[src/rtl/fseq_pkg.sv]
`default_nettype none
// ============================================================================
//  Module  : fseq_pkg
//  Purpose : Shared opcodes, instruction field positions and FSM state
//            encoding for the fetch sequencer.
//  Rev     : 1.0  initial release
// ============================================================================
package fseq_pkg;

    localparam int c_OPC_W   = 4;
    localparam int c_TGT_MSB = 7;
    localparam int c_TGT_LSB = 0;

    localparam logic [c_OPC_W-1:0] c_OP_ADD  = 4'b0001;
    localparam logic [c_OPC_W-1:0] c_OP_SUB  = 4'b0010;
    localparam logic [c_OPC_W-1:0] c_OP_NOR  = 4'b0011;
    localparam logic [c_OPC_W-1:0] c_OP_SHFL = 4'b1011;
    localparam logic [c_OPC_W-1:0] c_OP_SHFR = 4'b1100;
    localparam logic [c_OPC_W-1:0] c_OP_JMP  = 4'b1000;
    localparam logic [c_OPC_W-1:0] c_OP_BEQ  = 4'b1001;
    localparam logic [c_OPC_W-1:0] c_OP_HALT = 4'b1111;

    typedef enum logic [2:0] {
        S_IDLE   = 3'd0,
        S_FETCH  = 3'd1,
        S_DECODE = 3'd2,
        S_ISSUE  = 3'd3,
        S_UPDATE = 3'd4,
        S_HALTED = 3'd5
    } fseq_state_t;

    // The opcode always occupies the top nibble, whatever the word width.
    function automatic int opc_msb(input int instr_w);
        return instr_w - 1;
    endfunction

    function automatic int opc_lsb(input int instr_w);
        return instr_w - c_OPC_W;
    endfunction

endpackage
`default_nettype wire

[src/rtl/fseq_opdecode.sv]
`default_nettype none
// ============================================================================
//  Module  : fseq_opdecode
//  Purpose : Combinational opcode classifier: control-flow vs. ALU work.
//  Rev     : 1.0  initial release
// ============================================================================
module fseq_opdecode
    import fseq_pkg::*;
(
    input  logic [c_OPC_W-1:0] i_opcode,
    output logic               is_jmp,
    output logic               is_beq,
    output logic               is_halt,
    output logic               is_alu
);

    always_comb begin
        is_jmp  = 1'b0;
        is_beq  = 1'b0;
        is_halt = 1'b0;
        is_alu  = 1'b0;
        case (i_opcode)
            c_OP_JMP:  is_jmp  = 1'b1;
            c_OP_BEQ:  is_beq  = 1'b1;
            c_OP_HALT: is_halt = 1'b1;
            c_OP_ADD, c_OP_SUB, c_OP_NOR, c_OP_SHFL, c_OP_SHFR:
                       is_alu  = 1'b1;
            // Unlisted opcodes are handed downstream like ALU work.
            default:   is_alu  = 1'b1;
        endcase
    end

endmodule
`default_nettype wire

[src/rtl/fetch_sequencer.sv]
`default_nettype none
// ============================================================================
//  Module  : fetch_sequencer
//  Purpose : Fetches, resolves JMP/BEQ/HALT locally, issues the rest, and
//            steps program_counter exactly once per instruction.
//  Option  : FSEQ_TIMEOUT_EN enables the fetch watchdog and fault output.
//  Rev     : 1.0  initial release
// ============================================================================
module fetch_sequencer
    import fseq_pkg::*;
#(
    parameter int INSTR_W        = 16,
    parameter int ADDR_W         = 8,
    parameter int TIMEOUT_CYCLES = 64
)(
    input  logic               clk,
    input  logic               reset,
    input  logic               start,
    input  logic [ADDR_W-1:0]  pc_count,
    output logic               LoadPC,
    output logic               IncPC,
    output logic [ADDR_W-1:0]  new_count,
    output logic               imem_req,
    output logic [ADDR_W-1:0]  imem_addr,
    input  logic               imem_ack,
    input  logic [INSTR_W-1:0] imem_rdata,
    input  logic               zero_flag,
    output logic               ir_valid,
    input  logic               ir_ready,
    output logic [INSTR_W-1:0] ir_out,
    output logic [ADDR_W-1:0]  ir_pc,
    output logic               halted,
    output logic               fault
);

    localparam int c_OPC_MSB = opc_msb(INSTR_W);
    localparam int c_OPC_LSB = opc_lsb(INSTR_W);

    fseq_state_t        r_state;
    fseq_state_t        w_next;
    logic [INSTR_W-1:0] r_ir;
    logic [ADDR_W-1:0]  r_ir_pc;
    logic [ADDR_W-1:0]  r_new_count;
    logic               r_load_sel;
    logic               w_timeout;
    logic               w_is_jmp;
    logic               w_is_beq;
    logic               w_is_halt;
    logic               w_is_alu;
    logic               w_take_load;
    logic [ADDR_W-1:0]  w_target;

    fseq_opdecode u_opdecode (
        .i_opcode (r_ir[c_OPC_MSB:c_OPC_LSB]),
        .is_jmp   (w_is_jmp),
        .is_beq   (w_is_beq),
        .is_halt  (w_is_halt),
        .is_alu   (w_is_alu)
    );

    assign w_target    = ADDR_W'(r_ir[c_TGT_MSB:c_TGT_LSB]);
    assign w_take_load = w_is_jmp || (w_is_beq && zero_flag);

`ifdef FSEQ_TIMEOUT_EN
    localparam int c_WD_W = $clog2(TIMEOUT_CYCLES + 1);

    logic [c_WD_W-1:0] r_wd_cnt;
    logic              r_fault;

    // Fires on the last allowed FETCH cycle that still has no ack.
    assign w_timeout = (r_state == S_FETCH) && !imem_ack
                       && (r_wd_cnt == c_WD_W'(TIMEOUT_CYCLES - 1));

    always_ff @(posedge clk or negedge reset) begin
        if (!reset) begin
            r_wd_cnt <= '0;
            r_fault  <= 1'b0;
        end else begin
            if ((r_state == S_FETCH) && !imem_ack) begin
                r_wd_cnt <= r_wd_cnt + c_WD_W'(1);
            end else begin
                r_wd_cnt <= '0;
            end
            if (w_timeout) begin
                r_fault <= 1'b1;
            end
        end
    end

    assign fault = r_fault;
`else
    localparam int c_unused_timeout = TIMEOUT_CYCLES;

    assign w_timeout = 1'b0;
    assign fault     = 1'b0;
`endif

    // State register
    always_ff @(posedge clk or negedge reset) begin
        if (!reset) begin
            r_state <= S_IDLE;
        end else begin
            r_state <= w_next;
        end
    end

    // Next-state logic
    always_comb begin
        w_next = r_state;
        case (r_state)
            S_IDLE: begin
                if (start) begin
                    w_next = S_FETCH;
                end
            end
            S_FETCH: begin
                if (imem_ack) begin
                    w_next = S_DECODE;
                end else if (w_timeout) begin
                    w_next = S_HALTED;
                end
            end
            S_DECODE: begin
                if (w_is_alu) begin
                    w_next = S_ISSUE;
                end else if (w_is_halt) begin
                    w_next = S_HALTED;
                end else begin
                    w_next = S_UPDATE;
                end
            end
            S_ISSUE: begin
                if (ir_ready) begin
                    w_next = S_UPDATE;
                end
            end
            S_UPDATE: w_next = S_FETCH;
            S_HALTED: w_next = S_HALTED;
            default:  w_next = S_IDLE;
        endcase
    end

    // Instruction register and PC-update selection
    always_ff @(posedge clk or negedge reset) begin
        if (!reset) begin
            r_ir        <= '0;
            r_ir_pc     <= '0;
            r_new_count <= '0;
            r_load_sel  <= 1'b0;
        end else begin
            if ((r_state == S_FETCH) && imem_ack) begin
                r_ir    <= imem_rdata;
                r_ir_pc <= pc_count;
            end
            if (r_state == S_DECODE) begin
                r_load_sel <= w_take_load;
                if (w_take_load) begin
                    r_new_count <= w_target;
                end
            end
        end
    end

    // Outputs decoded from state so they collapse as soon as reset asserts.
    always_comb begin
        imem_req  = (r_state == S_FETCH);
        imem_addr = (r_state == S_FETCH) ? pc_count : '0;
        ir_valid  = (r_state == S_ISSUE);
        LoadPC    = (r_state == S_UPDATE) && r_load_sel;
        IncPC     = (r_state == S_UPDATE) && !r_load_sel;
        halted    = (r_state == S_HALTED);
        ir_out    = r_ir;
        ir_pc     = r_ir_pc;
        new_count = r_new_count;
    end

endmodule
`default_nettype wire
[config.mk]
export PLATFORM = sky130hd
export DESIGN_NAME = fetch_sequencer
export DESIGN_NICKNAME = d
export VERILOG_FILES = /design/src/rtl/fseq_pkg.sv /design/src/rtl/fseq_opdecode.sv /design/src/rtl/fetch_sequencer.sv
export SDC_FILE = /design/constraint.sdc
export NUM_CORES = 1
export LEC_CHECK = 0
export BUFFER_PORTS_ARGS = -buffer_cell sky130_fd_sc_hd__buf_2
export CORE_MARGIN = 1.5
export CORE_UTILIZATION = 42
export CTS_CLUSTER_DIAMETER = 30
export CTS_CLUSTER_SIZE = 28
export DETAILED_ROUTE_END_ITERATION = 10
export GPL_TIMING_DRIVEN = 0
export PLACE_DENSITY = 0.85
export RECOVER_POWER = 25
export SYNTH_ARGS = -nofsm -noshare
export SYNTH_HDL_FRONTEND = slang
export SYNTH_HIERARCHICAL = 1
export SYNTH_SLANG_ARGS = --single-unit
export TNS_END_PERCENT = 100
[constraint.sdc]
create_clock -name clk -period 1.7 [get_ports clk]
set_clock_uncertainty 0.05 [all_clocks]
set_input_delay 0.425 -clock clk [delete_from_list [all_inputs] [get_ports clk]]
set_output_delay 0.425 -clock clk [all_outputs]
set_load 0.005 [all_outputs]
==> reports/metrics.cfg, run 1 <==
[status]
status=finished, violations left
violations=setup timing

[synth]
synth_top_cell_area_share=0.535
synth_warnings=6
synth-simple-area-share=0.126
yosysSeqAreaShare=0.535
yosys.area.top_type=dfrtp_1
synth_cells=114
synth_fa_ha_area_frac=0
synthMuxAreaShare=0.256
synthTopCellsByArea=dfrtp_1 (53%), mux2_4 (17%), mux2_2 (8.7%)
synth_top_family_by_area=multiplexers
synth-compound-area-share=0.0260
syn_nets=144
syn_area_um2=1680
synth_xor_area_frac=0
synth_cell_types=28
avgSynthCellArea_um2=14.8
ys_ff_latch=36

[power]
ir_drop_mv=0.511
power_leakage_nw=1.42
sequentialPowerShare=0.516
p_comb_frac=0.035
switching_share=0.206
power.density_nw_per_um2=641
power.share.clock=0.448
p_sw_mw=0.341
p_int_mw=1.32

[critical_path]
slowest_delay_ns=0.46
worstPathArrival_ns=1.42
path_class=flop to output pin
critical_path.top_delay_family=flip-flops
cp.required_ns=1.22
crit_buf_inv=2
endpoint_kind=output pin
cp_slowest_cell=dfrtp_2
cp_cell_sequence=nor3b_4 > buf_6 > and2_1 > buf_2
worstSetupStartpointType=flop
crit_fanout=5

[finish]
diodes=0
final_cell_mix=buf_2 (66), dfrtp_1 (34), mux2_4 (32)
area_delta_synth_final_pct=53.6
multi_input_area_um2=782
fin_cells=261
mostFrequentLayoutCell=buf_2
nFillCells=277
fin_util=0.691
seqCellArea_um2=903
drive_above_1_share=0.732
nNetsFinal=242

[clock_network]
cts-htree-levels=2
cts-hold-fix-buffers=0
clk_latency_ns=0.29
cts.clk_slew.worst_paths_ns=0.08
cts_tree=yes
cts_buffers=5
cts_root_buf=clkbuf_8
cts_sinks=36
cts_max_path_buffers=2

[routing]
wl_met3_um=193
wire_per_inst_um=15.5
drt_wl_total_mm=4.04
drt-met1-wl_mm=1.68
viasPerCell=4.86
topRoutingLayerUsed=met4
wl_met2_mm=2.06
antenna_left=0
dr_total_vias=1268
drc_errors=0
drt_iter0_markers=68
first_pass_iters=3

[sta]
fmax_mhz=527
tightest_slew_ns=0.884
finalCriticalPeriod_ns=1.90
max_slew_margin=0.411
fin_ws_ns=-0.198
rsz0062_at_grt=yes
slew_viol_final=0
hold_slack_ns=0.194
setup_viol=40
final.period_utilization=1.12
hold_viol_final=0

[job]
maxCapViolations=0

[floorplan]
io_pins=76
core_area_um2=3740
fp.dieH_um=66.3
chipWidth_um=66.3
initial_utilization=0.450
rows=22
fp.dieArea_um2=4400

[placement]
pre_cts_ws_ns=-0.204
placed_cells=236
place.gp.congestion=0.745
portBuffers=74
hpwl_mm=2.48

[grt]
grt_pass1_wl_mm=6.46
antenna_found_initial=0
grt_use_total=0.203
grt_pass1_vias=1285
grt_max_degree=37
overflow=0

[worst_hold_path]
hp-class=input port to asynchronous set/reset pin

-- worst reg2reg max path, cell delays in order (launching register included) --
cell and delay [ns]:
dfrtp_2 0.46, nor3b_4 0.25, buf_6 0.16, and2_4 0.16
buf_12 0.13, buf_12 0.11, buf_12 0.11, mux2_4 0.30
-- layer usage --
| layer | up-vias | GRT usage |
|---|---|---|
| met2 | 47 | 0.341 |
| met1 | 623 | 0.252 |
| met4 | 0 | 0.0867 |
| met3 | 9 | 0.0409 |
| li1 | 589 | - |
| met5 | - | 0 |
-- sequential cells by signal (all words and copies together), names as in the netlist --
signal and count:
ir_out 16, ir_pc 8, new_count 8, r_state 3, r_load_sel 1
-- cells in the mapped netlist (all sizes together) --
library cell and number:
nand2 2, buf 6, nor4b 1, o22ai 1, nor3 1, mux2 32, a221oi 1, o22a 1
and2 10, nand2b 3, nor3b 2, a21oi 3, and4 1, inv 1, nor4bb 1, dfrtp 36
nor2 6, conb 1, and2b 1, nand3b 2, clkbuf 1, o21ai 1
-- cell type report --
| class | instances | area share |
|---|---|---|
| clock buffers | 5 | 0.0266 |
| plain buffers | 4 | 0.0242 |
| flip-flops and latches | 36 | 0.349 |
| well taps | 48 | 0.0232 |
| repair buffers | 94 | 0.257 |
| multi-input cells | 70 | 0.302 |
| inverters | 1 | 0.00145 |
| clock inverters | 3 | 0.0164 |
-- cell families (layout without fill, tap and decap cells) --
| family | after synthesis | after routing |
|---|---|---|
| AO/OA/AOI/OAI | 7 | 7 |
| multiplexers | 32 | 32 |
| AND/OR/NAND/NOR | 30 | 30 |
| buffers and inverters | 8 | 107 |
| flip-flops | 36 | 36 |
| other | 1 | 1 |
-- power by group through the flow --
stage          Clock (mW)  Sequential, mW  Combinational, mW
5_1_grt             0.803           0.855             0.0660
2_1_floorplan           0           0.873            0.00575
3_5_place_dp            0           0.873             0.0586
4_1_cts             0.757           0.856             0.0593
6_report            0.743           0.856             0.0588
3_3_place_gp            0           0.873             0.0565
-- per-stage QoR --
stage / power, mW / instance area (um2) / TNS (ns)
2_1_floorplan: 0.879 / 1680 / 0
4_1_cts: 1.67 / 2560 / -3.31
3_5_place_dp: 0.931 / 2110 / -4.00
5_1_grt: 1.72 / 2590 / -5.83
6_report: 1.66 / 2590 / -3.30
3_3_place_gp: 0.929 / 2110 / -3.14
-- worst paths after layout --
kind                                 from            to  slack, ns  cells past startpoint
max                            r_state[2]  imem_addr[0]      -0.20                      4
min in group clk           imem_rdata[12]    ir_out[12]       0.31                      2
min                                 reset      ir_pc[6]       0.19                      1
max reg2reg                    r_state[2]    ir_out[14]      -0.13                      7
min reg2reg                  new_count[2]  new_count[2]       0.46                      1
max in group asynchronous           reset    r_state[1]       0.81                      1
-- what timing repair did --
item | 4_1_cts | 5_1_grt
pin swaps | 12 | 4
gates resized for setup | 34 | 16
cloned | 3 | 0
endpoints found under the hold margin | 0 | 0
buffers inserted | 17 | 2
endpoints found under the setup margin | 45 | 44
Power figures use the tool's default switching activity.
==> run 2: changes to the inputs <==
- clock period: 1.7 -> 1.6 ns (I/O delays scaled with it)
==> run 2 against run 1 <==
  * The run still ends with setup timing left
  * Core utilization down 5.5 points
  * Worst setup slack got worse by 0.037 ns
  * Cell count fell by 3.1%
  * Die area is the same
  * Critical path depth up 1
  * Via count shrank 5.0%
  * Sequential share of layout area grew 2.9 points
  * Combinational power up 3.4%
  * Wire length is 11% lower
  * First-iteration DRC count down 13%
  * Largest cell class unchanged
==> reports/metrics.cfg, run 2 (same netlist as run 1, synthesis figures left out) <==
[status]
status=finished, violations left
violations=setup timing

[floorplan]
core_area_um2=3740  ; unchanged
initial_utilization=0.450  ; unchanged
io_pins=76  ; unchanged
chipWidth_um=66.3  ; unchanged
rows=22  ; unchanged
fp.dieArea_um2=4400  ; unchanged
fp.dieH_um=66.3  ; unchanged

[grt]
grt_max_degree=37  ; unchanged
grt_pass1_wl_mm=5.88  ; -9.0%
grt_pass1_vias=1223  ; -4.8%
overflow=0  ; unchanged
antenna_found_initial=0  ; unchanged
grt_use_total=0.182  ; -0.0211

[sta]
hold_slack_ns=0.161  ; -0.0339 ns
hold_viol_final=0  ; unchanged
rsz0062_at_grt=yes
fmax_mhz=545
tightest_slew_ns=0.863  ; -0.0209 ns
max_slew_margin=0.425  ; +0.0140
fin_ws_ns=-0.235  ; -0.0369 ns
slew_viol_final=0  ; unchanged
setup_viol=46  ; +15%
final.period_utilization=1.15
finalCriticalPeriod_ns=1.84

[critical_path]
crit_top_cell=buf_6
endpoint_kind=output pin
cp_slowest_cell=dfrtp_1
cp_cell_sequence=buf_6 > nor3b_4 > buf_6 > and2_1 > buf_2
slowest_delay_ns=0.38  ; -0.08 ns
crit_buf_inv=3  ; +1
crit_fanout=10  ; +5
worstPathArrival_ns=1.39  ; -0.03 ns
path_class=flop to output pin
cp.required_ns=1.15  ; -0.07 ns
critical_path.top_delay_family=buffers and inverters
worstSetupStartpointType=flop

[finish]
largest_reg_flops=16  ; unchanged
nNetsFinal=234  ; -3.3%
area_delta_synth_final_pct=41.5
fin_cells=253  ; -3.1%
mostFrequentLayoutCell=buf_2
drive_above_1_share=0.678  ; -0.0543
final_cell_mix=buf_2 (72), dfrtp_1 (36), mux2_4 (28)
diodes=0  ; unchanged

[clock_network]
cts_sinks=36  ; unchanged
cts_root_buf=clkbuf_8
cts_max_path_buffers=2  ; unchanged
cts.clk_slew.worst_paths_ns=0.08  ; about the same
clk_latency_ns=0.29  ; about the same
cts_tree=yes
cts_buffers=5  ; unchanged
cts-htree-levels=2  ; unchanged
cts-hold-fix-buffers=0  ; unchanged

[power]
power.share.clock=0.395  ; -0.053
power.density_nw_per_um2=673  ; +5.0%
switching_share=0.226  ; +0.0199
ir_drop_mv=0.607  ; +19%
sequentialPowerShare=0.567  ; +0.051
p_int_mw=1.24  ; -5.7%
p_comb_frac=0.038  ; +0.003
p_sw_mw=0.362  ; +6.0%
power_leakage_nw=1.33  ; -6.3%

[placement]
pre_cts_ws_ns=-0.264  ; -0.0597 ns
portBuffers=74  ; unchanged
hpwl_mm=2.53  ; +1.8%
placed_cells=236  ; unchanged
place.gp.congestion=0.734  ; -1.6%

[routing]
dr_total_vias=1204  ; -5.0%
wire_per_inst_um=14.2  ; -7.9%
first_pass_iters=4  ; +1
drc_errors=0  ; unchanged
antenna_left=0  ; unchanged
drt_iter0_markers=59  ; -13%
viasPerCell=4.76  ; -2.0%
drt_wl_total_mm=3.61  ; -11%

[worst_hold_path]
hp-class=input port to asynchronous set/reset pin

[job]
maxCapViolations=0  ; unchanged

## run 2: cell types whose count changed in the layout (fill, tap and decap cells not counted), moves of 4 or more
cell | previous run | this run
buf_6 | 15 | 5
buf_2 | 66 | 72
and2_1 | 2 | 7
and2_4 | 8 | 3
mux2_2 | 0 | 4
mux2_4 | 32 | 28
## run 2: final cells by class
| cell class | instances | area, um2 |
|---|---|---|
| Buffer | 7 | 105 |
| Clock buffer | 5 | 68.8 |
| Clock inverter | 3 | 18.8 |
| Fill cell | 296 | 1360 |
| Inverter | 1 | 3.75 |
| Multi-Input combinational cell | 70 | 748 |
| Sequential cell | 36 | 901 |
| Tap cell | 48 | 60.1 |
| Timing Repair Buffer | 83 | 477 |
## run 2: worst reg2reg max path: stages, from the launching register on
cell     delay [ns]
dfrtp_1        0.38
buf_6          0.14
nor3b_4        0.19
buf_6          0.15
and2_4         0.16
buf_12         0.12
buf_12         0.14
mux2_4         0.30
## run 2: power groups by stage
| stage | Combinational, mW | Clock, mW | Sequential [mW] |
|---|---|---|---|
| 3_5_place_dp | 0.0623 | 0 | 0.927 |
| 2_1_floorplan | 0.00611 | 0 | 0.927 |
| 4_1_cts | 0.0628 | 0.649 | 0.909 |
| 5_1_grt | 0.0699 | 0.714 | 0.909 |
| 3_3_place_gp | 0.0599 | 0 | 0.927 |
| 6_report | 0.0608 | 0.633 | 0.909 |
## run 2: what timing repair did
item	CTS	global route
pin swaps	4	2
gates resized for setup	14	4
setup buffers	5	4
endpoints found under the setup margin	46	46
## run 2: final timing paths
check | endpoint | from | slack [ns] | cells after the start
max | imem_addr[6] | r_state[1] | -0.24 | 5
min | ir_out[11] | reset | 0.16 | 1
max reg2reg | ir_out[6] | r_state[1] | -0.16 | 7
min reg2reg | new_count[6] | new_count[6] | 0.46 | 1
max in group asynchronous | ir_pc[7] | reset | 0.80 | 1
min in group clk | ir_out[12] | imem_rdata[12] | 0.29 | 2
## run 2: stage by stage
stage                     power, mW  utilization  area [um2]  setup TNS (ns)
after floorplan               0.933            -        1710           -2.13
final                          1.60        0.636        2380           -5.99
after detailed placement      0.989        0.571        2140           -7.47
after CTS                      1.62        0.621        2320           -5.70
after global routing           1.69        0.636        2380           -9.36
after global placement        0.987        0.571        2140           -5.71
## run 2: routing by layer
metal / GRT usage / wire, um
met1: 0.226 / 1470
met4: 0.0536 / 44
met5: 0 / 0
met2: 0.308 / 1910
met3: 0.0494 / 176
==> run 3: changes to the inputs <==
- CELL_PAD_IN_SITES_DETAIL_PLACEMENT: unset -> 0
- CELL_PAD_IN_SITES_GLOBAL_PLACEMENT: unset -> 2
- CORE_UTILIZATION: 42 -> 27
==> run 3 against run 2 <==
  * The run still ends with setup timing left
  * Fmax is 0.53% higher
  * Cell count is 12% higher
  * Global-route usage shrank 6.2 points
  * Critical path depth stayed put
  * Count of clock-buffer cells in the layout increased by 2
  * First-iteration DRC count shrank 32%
  * Core utilization decreased by 22 points
  * Worst hold slack better by 0.044 ns
  * Sequential share of layout area shrank 1.5 points
  * Critical endpoint is now imem_addr[1]
==> reports/metrics.cfg, run 3 (same netlist as run 1, synthesis figures left out) <==
[sta]
max_slew_margin=0.373  ; -0.0515
hold_viol_final=0  ; unchanged
fin_tns_setup_ns=-6.02  ; -0.0289 ns
fin_ws_ns=-0.225  ; +0.00964 ns
setup_viol=46  ; unchanged
hold_slack_ns=0.205  ; +0.0440 ns
fmax_mhz=548  ; +0.53%
slew_viol_final=0  ; unchanged
finalCriticalPeriod_ns=1.83  ; -0.00964 ns
rsz0062_at_grt=yes
final.period_utilization=1.14  ; -0.00602
tightest_slew_ns=0.940  ; +0.0773 ns

[critical_path]
crit_fanout=10  ; unchanged
endpoint_kind=output pin
reg2reg_slack_ns=-0.16  ; about the same
worstPathArrival_ns=1.38  ; about the same
worstSetupStartpointType=flop
cp.required_ns=1.15  ; about the same
path_class=flop to output pin

[grt]
grt_use_total=0.120  ; -0.0617
antenna_found_initial=0  ; unchanged
grt_max_degree=37  ; unchanged
overflow=0  ; unchanged
grt_pass1_vias=1177  ; -3.8%
grt_pass1_wl_mm=5.89  ; +0.12%

[floorplan]
core_area_um2=5960  ; +59%
fp.dieArea_um2=6720  ; +53%
initial_utilization=0.283  ; -0.167
io_pins=76  ; unchanged
fp.dieH_um=82.0  ; +24%
chipWidth_um=82.0  ; +24%
rows=28  ; +27%

[power]
switching_share=0.206  ; -0.0198
power_leakage_nw=1.36  ; +2.3%
ir_drop_mv=0.283  ; -53%
p_int_mw=1.32  ; +6.5%
p_comb_frac=0.037  ; about the same
sequentialPowerShare=0.546  ; -0.021
power.share.clock=0.417  ; +0.022
p_total_mw=1.66  ; +3.8%
power.density_nw_per_um2=671  ; -0.34%
p_sw_mw=0.343  ; -5.2%

[clock_network]
cts_root_buf=clkbuf_8
cts-htree-levels=2  ; unchanged
cts_sinks=36  ; unchanged
cts.clk_slew.worst_paths_ns=0.07  ; about the same
cts_tree=yes
cts_buffers=5  ; unchanged
cts-hold-fix-buffers=0  ; unchanged
clk_latency_ns=0.28  ; about the same
cts_max_path_buffers=2  ; unchanged

[routing]
antenna_left=0  ; unchanged
dr_total_vias=1209  ; +0.42%
drc_errors=0  ; unchanged
first_pass_iters=4  ; unchanged
wire_per_inst_um=13.8  ; -2.9%
drt_wl_total_mm=3.92  ; +8.6%
drt_iter0_markers=40  ; -32%
viasPerCell=4.27  ; -10%

[finish]
largest_reg_flops=16  ; unchanged
final_cell_mix=buf_2 (73), dfrtp_1 (35), mux2_4 (27)
mostFrequentLayoutCell=buf_2
drive_above_1_share=0.712  ; +0.0335
fin_cells=283  ; +12%
area_delta_synth_final_pct=47.4
final_cell_area_um2=2480  ; +4.2%
diodes=0  ; unchanged
nNetsFinal=238  ; +1.7%

[placement]
portBuffers=74  ; unchanged
hpwl_mm=2.67  ; +5.5%
place.gp.congestion=0.668  ; -9.0%
placed_cell_area_um2=2170  ; +1.6%
placed_cells=263  ; +11%

[worst_hold_path]
hp-class=input port to asynchronous set/reset pin

[status]
violations=setup timing
status=finished, violations left

[job]
maxCapViolations=0  ; unchanged

[run 3: cell types whose count changed in the layout (fill, tap and decap cells not counted), sizes merged]
cell	delta
clkinv	-3
buf	+2
clkbuf	+4
[run 3: final timing paths]
kind	cells past startpoint	start	endpoint
min in group clk	2	imem_rdata[8]	ir_out[8]
max in group asynchronous	1	reset	r_state[1]
hold reg to reg	1	ir_pc[7]	ir_pc[7]
hold / removal	1	reset	ir_out[2]
setup / recovery	5	r_state[2]	imem_addr[1]
setup reg to reg	7	r_state[2]	ir_out[12]
[run 3: layout make-up]
| cell class | instances | area (um2) |
|---|---|---|
| well taps | 75 | 93.8 |
| repair buffers | 88 | 526 |
| fillers | 576 | 3470 |
| multi-input cells | 70 | 766 |
| clock buffers | 7 | 96.3 |
| plain buffers | 6 | 92.6 |
| inverters | 1 | 6.26 |
| flip-flops and latches | 36 | 902 |
[run 3: through the flow]
stage | setup WS, ns | util
after CTS | -0.226 | 0.408
after global routing | -0.293 | 0.417
after global placement | -0.291 | 0.364
after floorplan | -0.0856 | -
after detailed placement | -0.310 | 0.364
final | -0.225 | 0.417
[run 3: critical path, stage by stage, from the launching register on]
cell	delay, ns
dfrtp_1	0.37
buf_6	0.14
nor3b_4	0.21
buf_12	0.15
and2_1	0.12
buf_2	0.10
[run 3: routing by layer]
| metal | share of wire | GRT usage | vias to the layer above |
|---|---|---|---|
| li1 | - | - | 576 |
| met1 | 0.48 | 0.160 | 581 |
| met2 | 0.45 | 0.184 | 44 |
| met3 | 0.063 | 0.0278 | 8 |
| met4 | 0.016 | 0.0525 | 0 |
| met5 | 0 | 0 | - |
[run 3: what timing repair did]
| item | in CTS | in global routing |
|---|---|---|
| cloned | 0 | 1 |
| hold endpoints to repair | 0 | 0 |
| setup buffers | 11 | 2 |
| endpoints found under the setup margin | 47 | 46 |
| pin swaps | 5 | 2 |
| resized for setup | 15 | 7 |
[run 3: power groups by stage]
stage               Combinational, mW  Clock (mW)  Sequential (mW)
floorplan                     0.00611           0            0.927
global placement               0.0626           0            0.927
detailed placement             0.0633           0            0.927
CTS                            0.0637       0.720            0.909
global route                   0.0690       0.765            0.909
finish                         0.0615       0.694            0.910
